$ cat src/rtl/booth_pkg.sv
// Shared definitions for the Booth product accumulator: default widths,
// FSM state encoding and the accumulator saturation limits.
package booth_pkg;

    localparam int PROD_W_DEF = 32;
    localparam int ACC_W_DEF  = 34;
    localparam int LEN_DEF    = 8;

    typedef enum logic [1:0] {
        IDLE = 2'd0,
        ACC  = 2'd1,
        HOLD = 2'd2
    } state_t;

    // Most positive / most negative two's-complement values of the accumulator
    localparam logic [ACC_W_DEF-1:0] ACC_MAX = {1'b0, {(ACC_W_DEF-1){1'b1}}};
    localparam logic [ACC_W_DEF-1:0] ACC_MIN = {1'b1, {(ACC_W_DEF-1){1'b0}}};

endpackage

$ cat src/rtl/booth_product_accumulator_if.sv
// Product input and group-sum output handshakes of the product accumulator.
interface booth_product_accumulator_if
    import booth_pkg::*;
#(
    parameter int PROD_W = PROD_W_DEF,
    parameter int ACC_W  = ACC_W_DEF
);
    logic              prod_valid;
    logic              prod_ready;
    logic [PROD_W-1:0] product;
    logic              clear;
    logic              acc_valid;
    logic              acc_ready;
    logic [ACC_W-1:0]  acc_out;
    logic              acc_sat;
    logic [7:0]        prod_cnt;

    modport master (
        output prod_valid, product, clear, acc_ready,
        input  prod_ready, acc_valid, acc_out, acc_sat, prod_cnt
    );

    modport slave (
        input  prod_valid, product, clear, acc_ready,
        output prod_ready, acc_valid, acc_out, acc_sat, prod_cnt
    );
endinterface

$ cat src/rtl/booth_sat_adder.sv
// Combinational accumulator + sign-extended product add, clamped to the
// signed accumulator range, with an overflow flag.
module booth_sat_adder
    import booth_pkg::*;
#(
    parameter int PROD_W = PROD_W_DEF,
    parameter int ACC_W  = ACC_W_DEF
) (
    input  logic [ACC_W-1:0]  acc,
    input  logic [PROD_W-1:0] product,
    output logic [ACC_W-1:0]  sum,
    output logic              ovf
);
    localparam int EXT_W = ACC_W + 1 - PROD_W;
    localparam logic [ACC_W-1:0] SAT_MAX = {1'b0, {(ACC_W-1){1'b1}}};
    localparam logic [ACC_W-1:0] SAT_MIN = {1'b1, {(ACC_W-1){1'b0}}};

    logic [ACC_W:0] wide_sum;

    // One guard bit: the top two bits disagree exactly when the result left range
    assign wide_sum = {acc[ACC_W-1], acc} + {{EXT_W{product[PROD_W-1]}}, product};
    assign ovf      = wide_sum[ACC_W] ^ wide_sum[ACC_W-1];

    always_comb begin
        sum = wide_sum[ACC_W-1:0];
        if (ovf) begin
            sum = wide_sum[ACC_W] ? SAT_MIN : SAT_MAX;
        end
    end
endmodule

$ cat src/rtl/booth_product_accumulator.sv
// Sums fixed-length groups of signed products with saturation and hands each
// group sum downstream over a valid/ready handshake.
module booth_product_accumulator
    import booth_pkg::*;
#(
    parameter int PROD_W = PROD_W_DEF,
    parameter int ACC_W  = ACC_W_DEF,
    parameter int LEN    = LEN_DEF
) (
    input  logic clk,
    input  logic rst,
    booth_product_accumulator_if.slave bus
);
    state_t           state_reg, state_next;
    logic [ACC_W-1:0] acc_reg, acc_next;
    logic             sat_reg, sat_next;
    logic [7:0]       cnt_reg, cnt_next;
    logic             prod_ready_reg, prod_ready_next;
    logic             acc_valid_reg, acc_valid_next;

    logic [ACC_W-1:0] sum_w;
    logic             ovf_w;
    logic             accept;

    booth_sat_adder #(
        .PROD_W (PROD_W),
        .ACC_W  (ACC_W)
    ) u_sat_adder (
        .acc     (acc_reg),
        .product (bus.product),
        .sum     (sum_w),
        .ovf     (ovf_w)
    );

    assign accept = bus.prod_valid && prod_ready_reg;

    always_ff @(posedge clk or posedge rst) begin
        if (rst) begin
            state_reg      <= IDLE;
            acc_reg        <= '0;
            sat_reg        <= 1'b0;
            cnt_reg        <= 8'd0;
            prod_ready_reg <= 1'b0;
            acc_valid_reg  <= 1'b0;
        end else begin
            state_reg      <= state_next;
            acc_reg        <= acc_next;
            sat_reg        <= sat_next;
            cnt_reg        <= cnt_next;
            prod_ready_reg <= prod_ready_next;
            acc_valid_reg  <= acc_valid_next;
        end
    end

    always_comb begin
        state_next = state_reg;
        acc_next   = acc_reg;
        sat_next   = sat_reg;
        cnt_next   = cnt_reg;
        unique case (state_reg)
            IDLE: state_next = ACC;
            ACC: begin
                // clear wins over a same-cycle accept: the product is dropped
                if (bus.clear) begin
                    acc_next = '0;
                    sat_next = 1'b0;
                    cnt_next = 8'd0;
                end else if (accept) begin
                    acc_next = sum_w;
                    sat_next = sat_reg | ovf_w;
                    cnt_next = cnt_reg + 8'd1;
                    if (cnt_reg + 8'd1 == LEN[7:0]) begin
                        state_next = HOLD;
                    end
                end
            end
            HOLD: begin
                if (bus.clear || bus.acc_ready) begin
                    acc_next   = '0;
                    sat_next   = 1'b0;
                    cnt_next   = 8'd0;
                    state_next = ACC;
                end
            end
            default: state_next = IDLE;
        endcase
        // Handshake flags are registered copies of the state being entered
        prod_ready_next = (state_next == ACC);
        acc_valid_next  = (state_next == HOLD);
    end

    assign bus.prod_ready = prod_ready_reg;
    assign bus.acc_valid  = acc_valid_reg;
    assign bus.acc_out    = acc_reg;
    assign bus.acc_sat    = sat_reg;
    assign bus.prod_cnt   = cnt_reg;
endmodule
$ cat src/flat_wrapper.sv
// flat-port wrapper written by rule: the top's interface ports become plain ports
module booth_product_accumulator_flat import booth_pkg::*;
#(
    parameter int PROD_W = PROD_W_DEF,
    parameter int ACC_W  = ACC_W_DEF,
    parameter int LEN    = LEN_DEF
)
  (clk, rst, bus_prod_valid, bus_product, bus_clear, bus_acc_ready, bus_prod_ready, bus_acc_valid, bus_acc_out, bus_acc_sat, bus_prod_cnt);
  booth_product_accumulator_if #(.PROD_W(PROD_W), .ACC_W(ACC_W)) bus_i ();
  input  logic clk;
  input  logic rst;
  input wire logic [$bits(bus_i.prod_valid)-1:0] bus_prod_valid;
  input wire logic [$bits(bus_i.product)-1:0] bus_product;
  input wire logic [$bits(bus_i.clear)-1:0] bus_clear;
  input wire logic [$bits(bus_i.acc_ready)-1:0] bus_acc_ready;
  output wire logic [$bits(bus_i.prod_ready)-1:0] bus_prod_ready;
  output wire logic [$bits(bus_i.acc_valid)-1:0] bus_acc_valid;
  output wire logic [$bits(bus_i.acc_out)-1:0] bus_acc_out;
  output wire logic [$bits(bus_i.acc_sat)-1:0] bus_acc_sat;
  output wire logic [$bits(bus_i.prod_cnt)-1:0] bus_prod_cnt;
  assign bus_i.prod_valid = bus_prod_valid;
  assign bus_i.product = bus_product;
  assign bus_i.clear = bus_clear;
  assign bus_i.acc_ready = bus_acc_ready;
  assign bus_prod_ready = bus_i.prod_ready;
  assign bus_acc_valid = bus_i.acc_valid;
  assign bus_acc_out = bus_i.acc_out;
  assign bus_acc_sat = bus_i.acc_sat;
  assign bus_prod_cnt = bus_i.prod_cnt;
  booth_product_accumulator #(.PROD_W(PROD_W), .ACC_W(ACC_W), .LEN(LEN)) u_core (.clk(clk), .rst(rst), .bus(bus_i));
endmodule
$ cat config.mk
export PLATFORM = sky130hd
export DESIGN_NAME = booth_product_accumulator_flat
export DESIGN_NICKNAME = d
export VERILOG_FILES = /design/src/rtl/booth_pkg.sv /design/src/rtl/booth_product_accumulator_if.sv /design/src/rtl/booth_sat_adder.sv /design/src/rtl/booth_product_accumulator.sv /design/src/flat_wrapper.sv
export SDC_FILE = /design/constraint.sdc
export NUM_CORES = 1
export LEC_CHECK = 0
export BUFFER_PORTS_ARGS = -buffer_cell sky130_fd_sc_hd__buf_4
export CORE_MARGIN = 5
export CORE_UTILIZATION = 40
export CTS_CLUSTER_SIZE = 40
export DETAILED_ROUTE_END_ITERATION = 12
export HOLD_SLACK_MARGIN = 0.05
export PLACE_DENSITY_LB_ADDON = 0.25
export REMOVE_ABC_BUFFERS = 1
export SYNTH_ARGS = -nofsm -noshare
export SYNTH_HDL_FRONTEND = slang
export SYNTH_SLANG_ARGS = --single-unit
$ cat constraint.sdc
create_clock -name clk -period 2.7 [get_ports clk]
set_clock_uncertainty 0.2 [all_clocks]
set_input_delay 0.135 -clock clk [delete_from_list [all_inputs] [get_ports clk]]
set_output_delay 0.135 -clock clk [all_outputs]
set_load 0.1 [all_outputs]
==> results.json <==
{
  "post-route-drc-count": 0,
  "worst-endpoint-required_ns": 2.76,
  "holdWs_ns": 0.203,
  "power_density_nw_per_um2": 1120,
  "critical_path_class": "register to register",
  "critPathCaptureType": "register",
  "ys_seq_elements": 47,
  "post_synth_arst_share": 1.00,
  "timing.critical_path.from_type": "register",
  "final_setup_violation_count": 34,
  "violated_checks": "setup timing",
  "die_width_um": 110,
  "largest_register_ff_count": 34,
  "initial_core_util": 0.408,
  "layout_worst_path_cycle_share": 1.15,
  "synthDominantCellAreaShare": 0.296,
  "grt.overflow.total": 0,
  "min_period_ns": 3.11,
  "synth_warnings": 0,
  "numPortBuffers": 81,
  "drt-total-wl_um": 12900,
  "clk_latency_ns": 0.32,
  "antenna_cells_inserted": 0,
  "detailedPlace.worstSlack_ns": -0.526,
  "detail_route.vias_per_cell": 5.21,
  "layout.area.seq_um2": 1180,
  "netlist_area_um2": 3970,
  "place_hpwl_um": 9380,
  "worst_ir_drop_vdd_uv": 579,
  "clockBufferDepth": 2,
  "cp_max_fo": 4,
  "commonest_non_fill_non_tap_cell_in_the_layout": "buf_4",
  "grt.total_usage": 0.216,
  "coreArea_um2": 9730,
  "drive_gt1_frac": 0.450,
  "worst_setup_hold_path_clk_slew_ns": 0.11,
  "antenna_found_initial": 0,
  "cts-buffers-inserted": 5,
  "leakagePower_uw": 0.00310,
  "vias_in_the_first_global_route": 4458,
  "max-cap-violations": 0,
  "drt.antenna.violating_nets": 0,
  "first_iter_violations": 196,
  "clock_tree.root_cell": "clkbuf_8",
  "synth_largest_area_cell": "dfrtp_1",
  "wl_per_cell_um": 15.4,
  "filler_cell_count": 813,
  "gp_routability_congestion": 0.933,
  "syn-mean-instance-area_um2": 8.06,
  "nNetsFinal": 781,
  "run_status": "finished with violations",
  "worstPathArrival_ns": 3.17,
  "final.setup.worst_slack_ns": -0.413,
  "io_pins": 82,
  "grt_max_degree": 26,
  "floorplan.rows": 36,
  "clkSinkCount": 47,
  "num_vias": 4391,
  "multi_input_comb_area_um2": 2980,
  "achievable-frequency_mhz": 321,
  "most-common-layout-cells": "buf_4, nand2_1, nor2_1, dfrtp_1, ha_1",
  "die_area_um2": 12000,
  "synth_ff_type": "dfrtp_1",
  "fp.dieH_um": 110,
  "global_route_wire_length_before_repair_um": 20900,
  "tritoncts": "yes",
  "areaGrowthSynthToFinish_pct": 58.8,
  "relSlewSlack": 0.481,
  "most_area_consuming_cells_after_synthesis": "dfrtp_1, ha_1, nand2_1",
  "drv_slew": 0,
  "hold_path.class": "input pin to register",
  "synth_sequential_area_ratio": 0.296,
  "report.final.hold_viol_count": 0,
  "grt_setup_unrepaired": "true",
  "detail_route.first_pass.iterations": 4,
  "htreeDepth": 2,
  "synth.lib_cells_used.distinct": 66,
  "postSynthCellCount": 492,
  "synth_edf_count": 0,
  "tightestPinTransition_ns": 0.775
}
-- worst max-delay path: stages (launching register included) --
cell	delay, ns
dfrtp_1	0.43
ha_4	0.25
a21oi_2	0.13
o21ai_2	0.09
buf_4	0.14
buf_4	0.12
buf_4	0.13
buf_4	0.12
buf_4	0.12
buf_4	0.12
buf_4	0.13
buf_4	0.12
buf_4	0.12
buf_4	0.12
buf_4	0.12
o21ai_0	0.36
a21oi_4	0.10
o21ai_2	0.13
-- synth_stat cells (all sizes together) (13+ instances only) --
library cell  instances
xnor2                19
ha                   35
dfrtp                47
nor2                 59
o21ai                61
a21oi                33
buf                  13
a21o                 17
nand2                72
-- path summary, 6_finish.rpt --
kind,start,to,slack (ns),cells after the start
worst min register to register,u_core.bus.acc_out[33],u_core.bus.acc_out[33],0.34,1
max in group asynchronous,rst,u_core.bus.acc_out[18],1.28,4
worst max-delay path,u_core.bus.acc_out[8],u_core.bus.acc_out[9],-0.41,17
worst max register to register,u_core.bus.acc_out[8],u_core.bus.acc_out[9],-0.41,17
worst min-delay path,bus_product[30],u_core.bus.acc_out[30],0.20,4
min in group asynchronous,rst,u_core.bus.prod_cnt[3],0.25,3
-- logic make-up after synthesis --
family | share of synthesized area
AOI/OAI and AO/OA | 0.248
xor gates and xnor gates | 0.0681
adders and majority gates | 0.115
buffers and inverters | 0.0448
DFF | 0.296
muxes | 0.00662
and+or+nand+nor | 0.220
-- per-layer routing --
metal  global-route usage  share of wire  routed length [um]
met3               0.0194          0.031                 403
met5                    0              0                   0
met4               0.0356          0.012                 153
met2                0.391           0.50                6530
met1                0.282           0.45                5840
-- stage by stage --
stage	setup TNS (ns)	total power, uW	util	instances	area, um2
after floorplan	-40.88	4120	-	468	3820
after global placement	-13.13	5790	0.573	805	5570
after detailed placement	-16.12	5870	0.573	805	5570
after CTS	-10.70	6740	0.622	833	6060
after global routing	-16.12	7510	0.648	842	6300
final	-11.68	7060	0.648	842	6300
-- area by class of cell --
type	instances	share of cell area
clock buffers	5	0.0109
clock inverters	3	0.00397
inverters	9	0.00536
multi-input cells	412	0.473
flip-flops and latches	47	0.187
well taps	133	0.0264
repair buffers	233	0.294
-- report_power, final --
part           total, uW  internal, uW  switching [uW]
logic               5560          2200            3350
clock network        481           190             291
registers           1020           882             139
total               7060          3280            3780
-- what timing repair did --
action / in CTS / in global routing
endpoints found under the hold margin: 29 / 0
hold buffers: 4 / 0
gates resized for setup: 45 / 37
gates cloned: 1 / 1
setup endpoints to repair: 35 / 35
buffers inserted: 16 / 9
pin swaps: 23 / 20
Power figures use the tool's default switching activity.
